$ cat config.mk
export PLATFORM = sky130hd
export DESIGN_NAME = bram_read_scheduler_flat
export DESIGN_NICKNAME = d
export VERILOG_FILES = /design/src/rtl/bram_read_scheduler_if.sv /design/src/rtl/bram_read_scheduler.sv /design/src/flat_wrapper.sv
export SDC_FILE = /design/constraint.sdc
export NUM_CORES = 1
export LEC_CHECK = 0
export BUFFER_PORTS_ARGS = -buffer_cell sky130_fd_sc_hd__buf_2
export CAP_MARGIN = 30
export CORE_MARGIN = 10
export CORE_UTILIZATION = 48
export CTS_BUF_LIST = sky130_fd_sc_hd__clkbuf_4 sky130_fd_sc_hd__clkbuf_8
export DETAILED_ROUTE_END_ITERATION = 12
export GPL_ROUTABILITY_DRIVEN = 0
export GPL_TIMING_DRIVEN = 0
export HOLD_SLACK_MARGIN = 0.12
export MAX_ROUTING_LAYER = met4
export PLACE_DENSITY = 0.83
export SLEW_MARGIN = 10
export SYNTH_ARGS = -nofsm -noshare
export SYNTH_HDL_FRONTEND = slang
export SYNTH_SLANG_ARGS = --single-unit
$ cat constraint.sdc
create_clock -name clk -period 2.2 [get_ports clk]
set_input_delay 0 -clock clk [delete_from_list [all_inputs] [get_ports clk]]
set_output_delay 0 -clock clk [all_outputs]
set_load 0.03 [all_outputs]
$ cat src/rtl/bram_read_scheduler_if.sv
// rtl/bram_read_scheduler_if.sv - read request/response handshakes of the two frame buffer requesters
interface bram_read_scheduler_if #(
   parameter int AW = 19
);
   logic          rq0_valid;
   logic [AW-1:0] rq0_addr;
   logic          rq0_ready;
   logic          rq1_valid;
   logic [AW-1:0] rq1_addr;
   logic          rq1_ready;
   logic          rs0_valid;
   logic          rs0_data;
   logic          rs0_err;
   logic [7:0]    rs0_frame;
   logic          rs1_valid;
   logic          rs1_data;
   logic          rs1_err;
   logic [7:0]    rs1_frame;

   modport master (
      output rq0_valid, rq0_addr, rq1_valid, rq1_addr,
      input  rq0_ready, rq1_ready,
      input  rs0_valid, rs0_data, rs0_err, rs0_frame,
      input  rs1_valid, rs1_data, rs1_err, rs1_frame
   );

   modport slave (
      input  rq0_valid, rq0_addr, rq1_valid, rq1_addr,
      output rq0_ready, rq1_ready,
      output rs0_valid, rs0_data, rs0_err, rs0_frame,
      output rs1_valid, rs1_data, rs1_err, rs1_frame
   );
endinterface

$ cat src/rtl/bram_read_scheduler.sv
// rtl/bram_read_scheduler.sv - frame buffer capture sequencing and round-robin read port arbitration (optional watchdog: CAPTURE_TIMEOUT_EN)
module bram_read_scheduler #(
   parameter int IMG_WIDTH      = 640,
   parameter int IMG_HEIGHT     = 480,
   parameter int TIMEOUT_CYCLES = 1000000,
   parameter int AW             = $clog2(IMG_WIDTH * IMG_HEIGHT)
) (
   input  logic          clk,
   input  logic          rst_n,
   input  logic          capture_req,
   output logic          frame_ready,
   output logic [7:0]    frame_id,
   output logic          cap_timeout,
   output logic          bram_capture_trigger,
   input  logic          bram_capture_complete,
   input  logic          bram_valid_to_read,
   output logic [AW-1:0] bram_read_addr,
   input  logic          bram_read_data,
   bram_read_scheduler_if.slave rd
);

   localparam int            NPIX_I = IMG_WIDTH * IMG_HEIGHT;
   localparam logic [AW:0]   NPIX   = NPIX_I[AW:0];

   typedef enum logic [2:0] {IDLE, ARM, WAIT_CAP, SERVE, DRAIN} state_t;

   state_t        state_q, state_d;
   logic          pend_q, pend_d;
   logic          rr_q;
   logic [7:0]    frame_q;
   logic [AW-1:0] last_addr_q;
   logic          resp_valid_q, resp_id_q, resp_err_q;
   logic [7:0]    resp_frame_q;
   logic          serving, gnt0, gnt1, gnt_err, timeout;
   logic [AW-1:0] sel_addr;

   // A zero-cycle watchdog limit is meaningless; reject it at elaboration.
   if (TIMEOUT_CYCLES < 1) begin : g_timeout_range
      $error("TIMEOUT_CYCLES must be at least 1");
   end

`ifdef CAPTURE_TIMEOUT_EN
   logic [31:0] to_cnt_q;

   // Watchdog counts cycles spent in WAIT_CAP and clears in every other state.
   always_ff @(posedge clk) begin
      if (!rst_n || state_q != WAIT_CAP) to_cnt_q <= '0;
      else                              to_cnt_q <= to_cnt_q + 32'd1;
   end

   assign timeout = rst_n && (state_q == WAIT_CAP) && !bram_capture_complete &&
                    (to_cnt_q == 32'(TIMEOUT_CYCLES - 1));
`else
   assign timeout = 1'b0;
`endif

   // Round-robin grant, only while a valid frame is being served; out-of-range addresses still get a slot.
   always_comb begin
      serving  = rst_n && (state_q == SERVE) && bram_valid_to_read;
      gnt0     = serving && rd.rq0_valid && (!rd.rq1_valid || !rr_q);
      gnt1     = serving && rd.rq1_valid && (!rd.rq0_valid ||  rr_q);
      sel_addr = gnt1 ? rd.rq1_addr : rd.rq0_addr;
      gnt_err  = ({1'b0, sel_addr} >= NPIX);
   end

   // Capture sequencing; requests arriving outside IDLE/SERVE collapse into one pending flag.
   always_comb begin
      state_d = state_q;
      pend_d  = pend_q;
      case (state_q)
         IDLE: begin
            if (capture_req) state_d = ARM;
         end
         ARM: begin
            state_d = WAIT_CAP;
            if (capture_req) pend_d = 1'b1;
         end
         WAIT_CAP: begin
            if (capture_req) pend_d = 1'b1;
            if (bram_capture_complete) begin
               state_d = SERVE;
            end else if (timeout) begin
               state_d = IDLE;
               pend_d  = 1'b0;
            end
         end
         SERVE: begin
            if (capture_req || pend_q) begin
               state_d = DRAIN;
               pend_d  = 1'b0;
            end
         end
         DRAIN: begin
            state_d = ARM;
            if (capture_req) pend_d = 1'b1;
         end
         default: state_d = IDLE;
      endcase
   end

   // State, frame counter, arbitration pointer and the one-deep response pipeline.
   always_ff @(posedge clk) begin
      if (!rst_n) begin
         state_q      <= IDLE;
         pend_q       <= 1'b0;
         rr_q         <= 1'b0;
         frame_q      <= 8'd0;
         last_addr_q  <= '0;
         resp_valid_q <= 1'b0;
         resp_id_q    <= 1'b0;
         resp_err_q   <= 1'b0;
         resp_frame_q <= 8'd0;
      end else begin
         state_q <= state_d;
         pend_q  <= pend_d;
         if (state_q == WAIT_CAP && bram_capture_complete) frame_q <= frame_q + 8'd1;
         if (gnt0)      rr_q <= 1'b1;
         else if (gnt1) rr_q <= 1'b0;
         if (gnt0 || gnt1) last_addr_q <= gnt_err ? '0 : sel_addr;
         resp_valid_q <= gnt0 || gnt1;
         resp_id_q    <= gnt1;
         resp_err_q   <= gnt_err;
         resp_frame_q <= frame_q;
      end
   end

   // Outputs, forced to zero while reset is asserted; read data passes straight through from the buffer.
   always_comb begin
      frame_ready          = serving;
      frame_id             = rst_n ? frame_q : 8'd0;
      cap_timeout          = timeout;
      bram_capture_trigger = rst_n && (state_q == ARM);
      bram_read_addr       = '0;
      if (rst_n) bram_read_addr = (gnt0 || gnt1) ? (gnt_err ? '0 : sel_addr) : last_addr_q;
      rd.rq0_ready = gnt0;
      rd.rq1_ready = gnt1;
      rd.rs0_valid = rst_n && resp_valid_q && !resp_id_q;
      rd.rs1_valid = rst_n && resp_valid_q &&  resp_id_q;
      rd.rs0_data  = rd.rs0_valid && !resp_err_q && bram_read_data;
      rd.rs1_data  = rd.rs1_valid && !resp_err_q && bram_read_data;
      rd.rs0_err   = rd.rs0_valid && resp_err_q;
      rd.rs1_err   = rd.rs1_valid && resp_err_q;
      rd.rs0_frame = rd.rs0_valid ? resp_frame_q : 8'd0;
      rd.rs1_frame = rd.rs1_valid ? resp_frame_q : 8'd0;
   end

endmodule
$ cat src/flat_wrapper.sv
// flat-port wrapper written by rule: the top's interface ports become plain ports
module bram_read_scheduler_flat 
#(
   parameter int IMG_WIDTH      = 640,
   parameter int IMG_HEIGHT     = 480,
   parameter int TIMEOUT_CYCLES = 1000000,
   parameter int AW             = $clog2(IMG_WIDTH * IMG_HEIGHT)
)
  (clk, rst_n, capture_req, frame_ready, frame_id, cap_timeout, bram_capture_trigger, bram_capture_complete, bram_valid_to_read, bram_read_addr, bram_read_data, rd_rq0_valid, rd_rq0_addr, rd_rq1_valid, rd_rq1_addr, rd_rq0_ready, rd_rq1_ready, rd_rs0_valid, rd_rs0_data, rd_rs0_err, rd_rs0_frame, rd_rs1_valid, rd_rs1_data, rd_rs1_err, rd_rs1_frame);
  bram_read_scheduler_if #(.AW(AW)) rd_i ();
  input  logic clk;
  input  logic rst_n;
  input  logic capture_req;
  output logic frame_ready;
  output logic [7:0] frame_id;
  output logic cap_timeout;
  output logic bram_capture_trigger;
  input  logic bram_capture_complete;
  input  logic bram_valid_to_read;
  output logic [AW-1:0] bram_read_addr;
  input  logic bram_read_data;
  input wire logic [$bits(rd_i.rq0_valid)-1:0] rd_rq0_valid;
  input wire logic [$bits(rd_i.rq0_addr)-1:0] rd_rq0_addr;
  input wire logic [$bits(rd_i.rq1_valid)-1:0] rd_rq1_valid;
  input wire logic [$bits(rd_i.rq1_addr)-1:0] rd_rq1_addr;
  output wire logic [$bits(rd_i.rq0_ready)-1:0] rd_rq0_ready;
  output wire logic [$bits(rd_i.rq1_ready)-1:0] rd_rq1_ready;
  output wire logic [$bits(rd_i.rs0_valid)-1:0] rd_rs0_valid;
  output wire logic [$bits(rd_i.rs0_data)-1:0] rd_rs0_data;
  output wire logic [$bits(rd_i.rs0_err)-1:0] rd_rs0_err;
  output wire logic [$bits(rd_i.rs0_frame)-1:0] rd_rs0_frame;
  output wire logic [$bits(rd_i.rs1_valid)-1:0] rd_rs1_valid;
  output wire logic [$bits(rd_i.rs1_data)-1:0] rd_rs1_data;
  output wire logic [$bits(rd_i.rs1_err)-1:0] rd_rs1_err;
  output wire logic [$bits(rd_i.rs1_frame)-1:0] rd_rs1_frame;
  assign rd_i.rq0_valid = rd_rq0_valid;
  assign rd_i.rq0_addr = rd_rq0_addr;
  assign rd_i.rq1_valid = rd_rq1_valid;
  assign rd_i.rq1_addr = rd_rq1_addr;
  assign rd_rq0_ready = rd_i.rq0_ready;
  assign rd_rq1_ready = rd_i.rq1_ready;
  assign rd_rs0_valid = rd_i.rs0_valid;
  assign rd_rs0_data = rd_i.rs0_data;
  assign rd_rs0_err = rd_i.rs0_err;
  assign rd_rs0_frame = rd_i.rs0_frame;
  assign rd_rs1_valid = rd_i.rs1_valid;
  assign rd_rs1_data = rd_i.rs1_data;
  assign rd_rs1_err = rd_i.rs1_err;
  assign rd_rs1_frame = rd_i.rs1_frame;
  bram_read_scheduler #(.IMG_WIDTH(IMG_WIDTH), .IMG_HEIGHT(IMG_HEIGHT), .TIMEOUT_CYCLES(TIMEOUT_CYCLES), .AW(AW)) u_core (.clk(clk), .rst_n(rst_n), .capture_req(capture_req), .frame_ready(frame_ready), .frame_id(frame_id), .cap_timeout(cap_timeout), .bram_capture_trigger(bram_capture_trigger), .bram_capture_complete(bram_capture_complete), .bram_valid_to_read(bram_valid_to_read), .bram_read_addr(bram_read_addr), .bram_read_data(bram_read_data), .rd(rd_i));
endmodule
# Yosys cells after proc, flatten, opt, wreduce, memory -nomap -nowiden

Cells that the tools add are included.

Multiplexer cells: 16
$add $sub $neg: 1
Magnitude comparators: 1
Eq/ne operators: 8
Reductions and logical operators: 32

Operators with widths:

| cell                                                                  | count |
|---|---|
| 19-bit 2-to-1 mux                                                     | 4 |
| 8-bit 2-to-1 mux                                                      | 3 |
| 19-bit greater-or-equal comparator, second input constant             | 1 |
| 1-bit logical AND                                                     | 17 |
| 3-bit one-hot mux with 5 select lines                                 | 1 |
| 3-bit 2-to-1 mux                                                      | 3 |
| 8-bit by 1-bit adder with 8-bit output, second input constant         | 1 |
| 3-bit by 2-bit equality test with 1-bit output, second input constant | 2 |
| 2-bit != test, second input constant                                  | 3 |
| 3-bit AND reduction                                                   | 2 |
| 1-bit logical NOT                                                     | 5 |
| 1-bit logical OR                                                      | 4 |
| 1-bit 2-to-1 mux                                                      | 4 |
| 2-bit nonzero test                                                    | 2 |
| 3-bit by 1-bit equality test with 1-bit output, second input constant | 1 |
| 3-bit equality test, second input constant                            | 1 |
| 3-bit logical NOT                                                     | 1 |
| 3-bit OR reduction                                                    | 1 |
| 2-bit by 1-bit != test with 1-bit output, second input constant       | 1 |
| 1-bit one-hot mux with 2 select lines                                 | 1 |

Output and inout port bits: 54
Flip-flop bits (word level): 43
Input bits: 46

# Longest topological paths before layout

Depth after elaboration: 10
Gate-level depth with buffers: 7
Mapped depth without buffers: 5

# Worst setup path before layout

No wires, ideal clock.

Kind: register to register
Start: reg u_core.state_q[2]
End: reg u_core.last_addr_q[16]
Data arrival time: 2.281 ns
Buffers on the path: 3
Path slack: -0.294 ns
Stages on the path, launching flop included: 8
Cells stage by stage: dfxtp_1 -> buf_6 -> and4b_4 -> and4_4 -> buf_12 -> buf_12 -> nand3b_1 -> a311oi_1

Cells in the longest elaborated chain, start to end: 10

RTL lines:

| item                                               | line                       | RTL |
|---|---|---|
| from (decl)                                        | bram_read_scheduler.sv:27  | `state_t state_q, state_d;` |
| from (signal assigned)                             | bram_read_scheduler.sv:114 | `state_q <= state_d;` |
| 3-bit by 2-bit equality test with 1-bit output (*) | bram_read_scheduler.sv:59  | `serving = rst_n && (state_q == SERVE) && bram_valid_to_read;` |
| 1-bit logical AND (*) (2 in a row)                 | bram_read_scheduler.sv:59  |  |
| 1-bit logical AND (*) (2 in a row)                 | bram_read_scheduler.sv:61  | `gnt1 = serving && rd.rq1_valid && (!rd.rq0_valid \|\| rr_q);` |
| named net rd_rq1_ready                             | flat_wrapper.sv:27         | `output wire logic [$bits(rd_i.rq1_ready)-1:0] rd_rq1_ready;` |
| 19-bit 2-to-1 mux                                  | bram_read_scheduler.sv:62  | `sel_addr = gnt1 ? rd.rq1_addr : rd.rq0_addr;` |
| 19-bit greater-or-equal comparator                 | bram_read_scheduler.sv:63  | `gnt_err = ({1'b0, sel_addr} >= NPIX);` |
| 19-bit 2-to-1 mux                                  | --                         |  |
| 19-bit 2-to-1 mux (*) (2 in a row)                 | --                         |  |
| named net bram_read_addr[16]                       | flat_wrapper.sv:20         | `output logic [AW-1:0] bram_read_addr;` |
| to (signal assigned)                               | bram_read_scheduler.sv:119 | `if (gnt0 \|\| gnt1) last_addr_q <= gnt_err ? '0 : sel_addr;` |
| to (decl)                                          | bram_read_scheduler.sv:31  | `logic [AW-1:0] last_addr_q;` |

Mark *: on every way through the listed nets, which the timed path passes. The rest lies on a longest branch.
A chain may end at the register's enable or synchronous reset.

# Worst setup path after layout

Start: reg u_core.state_q[2]
End: out bram_read_addr[16]

Cells in the longest elaborated chain, start to end: 10

RTL lines:

| item                                               | line                       | RTL |
|---|---|---|
| 3-bit by 2-bit equality test with 1-bit output (*) | bram_read_scheduler.sv:59  |  |
| 1-bit logical AND (*) (2 in a row)                 | bram_read_scheduler.sv:59  |  |
| 1-bit logical AND (2 in a row)                     | bram_read_scheduler.sv:61  |  |
| 19-bit 2-to-1 mux                                  | bram_read_scheduler.sv:62  |  |
| 19-bit greater-or-equal comparator                 | bram_read_scheduler.sv:63  |  |
| 19-bit 2-to-1 mux                                  | bram_read_scheduler.sv:134 | `if (rst_n) bram_read_addr = (gnt0 \|\| gnt1) ? (gnt_err ? '0 : sel_addr) : last_addr_q;` |
| 19-bit 2-to-1 mux (*) (2 in a row)                 | --                         |  |
| to (decl)                                          | flat_wrapper.sv:20         |  |

Every way passes the cells marked *; elsewhere a longest branch is shown, timed or not.

==> flow_metrics.env <==
export IMPL_tritoncts="built"
export IMPL_worstSetupPathType="reg2out"
export IMPL_antenna_found_initial=0
export IMPL_wl_met3_um=1385
export IMPL_grt_max_degree=16
export IMPL_firstDrtPassIters=5
export IMPL_yosysSeqAreaShare_pct=41.47
export IMPL_numCtsBuffers=5
export IMPL_drv_slew=0
export IMPL_synth_distinct_cells=40
export IMPL_finalWirelength_um=9448
export IMPL_hold_path_class="in2reg"
export IMPL_grt_first_pass_wirelength_um=12540
export IMPL_postSynthCellCount=213
export IMPL_gr_usage_all_layers_pct=21.58
export IMPL_io_pins=100
export IMPL_hold_slack_ns=0.1576
export IMPL_synth_edff_count=0
export IMPL_fin_nets=417
export IMPL_syn_area_um2=2076
export IMPL_start_util_pct=50.80
export IMPL_coreArea_um2=4086
export IMPL_drc_errors=0
export IMPL_yosysMostFrequentCell="dfxtp_1"
export IMPL_postRouteAntennaNets=0
export IMPL_skew_ns=0.008220
export IMPL_cp_cell_sequence="and4b_4 -> o211ai_1 -> inv_1 -> nor2_1 -> a311oi_2 -> buf_4"
export IMPL_grt_pass1_vias=2491
export IMPL_fmax_mhz=440.6
export IMPL_cp_slowest_cell="dfxtp_4"
export IMPL_maxCapViolations=0
export IMPL_cts_buffer_depth=2
export IMPL_rsz0062_at_grt="true"
export IMPL_clk_insertion_delay_late_ns=0.31
export IMPL_finalCritPeriodShare_pct=103.2
export IMPL_dr_max_layer_used="met4"
export IMPL_required_ns=2.20
export IMPL_diodes=0
export IMPL_yosys_warnings=0
export IMPL_hold_viol=0
export IMPL_cts_clk_slew_worst_paths_ns=0.08
export IMPL_synth_ff_latch_count=43
export IMPL_die_h_um=85.76
export IMPL_post_route_min_period_ns=2.270
export IMPL_crit_path_end_kind="output port"
export IMPL_cts_root_buf="clkbuf_8"
export IMPL_syn_avg_cell_area_um2=9.745
export IMPL_area_growth_pct=64.32
export IMPL_synth_async_reset_ratio_pct=0
export IMPL_p_per_area_nw_per_um2=469.1
export IMPL_path_delay_family="compound AO/OA/AOI/OAI gates"
export IMPL_viasPerCell=5.938
export IMPL_finalSetupViolCount=11
export IMPL_arrival_ns=2.27
export IMPL_synth_common_cells="43 x dfxtp_1, 27 x and2_1, 16 x mux2i_1, 16 x nand3_1, 16 x nor2_1"
export IMPL_worst_slack_ns=-0.06985
export IMPL_wl_met1_um=3522
export IMPL_vdd_drop_max_mv=0.3523
export IMPL_synth_area_leaders="dfxtp_1 41%, and2_1 8.1%, mux2i_1 7.7%, o31ai_2 5.4%, nand3_1 3.9%"
export IMPL_hpwl_um=4641
export IMPL_die_w_um=85.76
export IMPL_status="complete, but fails checks"
export IMPL_pwr_share_comb_pct=16.1
export IMPL_leakage_nw=1.581
export IMPL_power_internal_mw=1.143
export IMPL_grt_overflow_total=0
export IMPL_wl_met2_um=4076
export IMPL_p_clk_share_pct=33.9
export IMPL_place_ws_ns=0.2174
export IMPL_clock_sinks=43
export IMPL_via_count=2500
export IMPL_drt_initial_drc_count=226
export IMPL_switching_power_mw=0.4571
export IMPL_synth_net_count=260
export IMPL_io_buffers=98
export IMPL_ctsHtreeMaxLevel=2
export IMPL_fillCellCount=222
export IMPL_p_sw_share_pct=28.57
export IMPL_dpl_cell_count=361
export IMPL_critPathBufInv=2
export IMPL_die_area_um2=7355
export IMPL_crit_fanout=8
export IMPL_row_count=23
export IMPL_maxSlewHeadroom_pct=63.73
export IMPL_wl_per_cell_um=22.44
export IMPL_worst_slew_pin_slew_ns=0.5417
export IMPL_fin_cells=421
export IMPL_failed_checks="negative setup slack"
export IMPL_power_frac_seq_pct=50.0
export IMPL_synthFlopType="dfxtp_1"
export IMPL_synth_top_area_cell="dfxtp_1"
export IMPL_synth_top_area_share_pct=41.47
export IMPL_cp_slowest_stage_delay_ns=0.37
export IMPL_drive_above_1_share_pct=41.24
export IMPL_startpoint_type="flop"
## worst paths after layout
| check | startpoint | to | slack [ns] | cells past startpoint |
|---|---|---|---|---|
| hold reg to reg | u_core.state_q[2] | u_core.state_q[1] | 0.48 | 1 |
| hold / removal | rd_rq0_valid | u_core.resp_id_q | 0.16 | 3 |
| setup / recovery | u_core.state_q[2] | bram_read_addr[16] | -0.07 | 6 |
| setup reg to reg | u_core.state_q[2] | u_core.rr_q | 0.09 | 7 |
## cell type report
| type | count | area, um2 | share of cell area, % |
|---|---|---|---|
| Tap cell | 50 | 62.56 | 1.834 |
| Inverter | 3 | 11.26 | 0.3302 |
| Buffer | 13 | 102.6 | 3.008 |
| Timing Repair Buffer | 151 | 1082 | 31.73 |
| Multi-Input combinational cell | 153 | 1194 | 35.00 |
| Clock buffer | 5 | 68.82 | 2.018 |
| Sequential cell | 43 | 865.8 | 25.39 |
| Clock inverter | 3 | 23.77 | 0.6970 |
## state kept, by name, summed over array words and instances (netlist names)
register and flops:
u_core.state_q 3, u_core.resp_err_q 1, u_core.resp_frame_q 8, u_core.frame_q 8, u_core.resp_id_q 1, u_core.last_addr_q 19
u_core.pend_q 1, u_core.resp_valid_q 1, u_core.rr_q 1
## power groups by stage
| stage | Sequential, mW | Clock [mW] | Combinational [mW] |
|---|---|---|---|
| floorplan | 0.815 | 0 | 0.0911 |
| global placement | 0.817 | 0 | 0.155 |
| detailed placement | 0.818 | 0 | 0.159 |
| CTS | 0.800 | 0.534 | 0.215 |
| global route | 0.802 | 0.574 | 0.271 |
| finish | 0.800 | 0.542 | 0.258 |
## metal layers
| metal | up-vias | track usage (%) |
|---|---|---|
| met5 | - | - |
| met4 | 0 | 11.83 |
| met3 | 56 | 10.97 |
| met2 | 246 | 31.68 |
| met1 | 1114 | 23.18 |
| li1 | 1084 | - |
## placed cells by master (no fill, tap or decap), types with 6 or more instances in the layout
| cell | Yosys | final |
|---|---|---|
| nor2_1 | 16 | 16 |
| clkbuf_1 | 9 | 6 |
| buf_2 | 0 | 81 |
| nand3_1 | 16 | 16 |
| dlygate4sd3_1 | 0 | 38 |
| and2_1 | 27 | 27 |
| buf_4 | 1 | 29 |
| dfxtp_1 | 43 | 41 |
| mux2i_1 | 16 | 14 |
| nand2_1 | 7 | 6 |
| xor2_1 | 6 | 6 |
| o31ai_2 | 9 | 8 |
| and3_1 | 7 | 7 |
## worst reg2reg max path, stage by stage, from the launching register on
cell and delay (ns):
dfxtp_4 0.37, and4b_4 0.37, buf_4 0.13, nand2_1 0.08, inv_1 0.15, a21oi_1 0.10
a311oi_1 0.27, dlygate4sd3_1 0.59
## through the flow
| step | utilization (%) | TNS [ns] | cell area (um2) | power (mW) |
|---|---|---|---|---|
| after global routing | 83.47 | -0.7800 | 3411 | 1.647 |
| after floorplan | - | -0.1456 | 2088 | 0.9062 |
| after CTS | 79.12 | 0 | 3233 | 1.549 |
| after detailed placement | 64.64 | 0 | 2641 | 0.9766 |
| final | 83.47 | -0.2964 | 3411 | 1.600 |
| after global placement | 64.64 | 0 | 2641 | 0.9724 |
## cell families (layout without fill, tap and decap cells)
kind of cell,Yosys count,in the layout,share of synthesized area [%]
AOI/OAI and AO/OA,32,32,13.14
xor gates and xnor gates,8,8,3.376
adders and majority gates,1,1,0.6027
buffers and inverters,17,175,5.545
DFF,43,43,41.47
muxes,18,18,9.343
other,1,1,0.1807
and+or+nand+nor,93,93,26.34
## what timing repair did
action	4_1_cts	5_1_grt
setup endpoints to repair	16	20
pin swaps	4	5
cloned	1	0
endpoints found under the hold margin	23	0
setup buffers	8	5
resized for setup	7	49
hold buffers	39	0
Power figures use the tool's default switching activity.
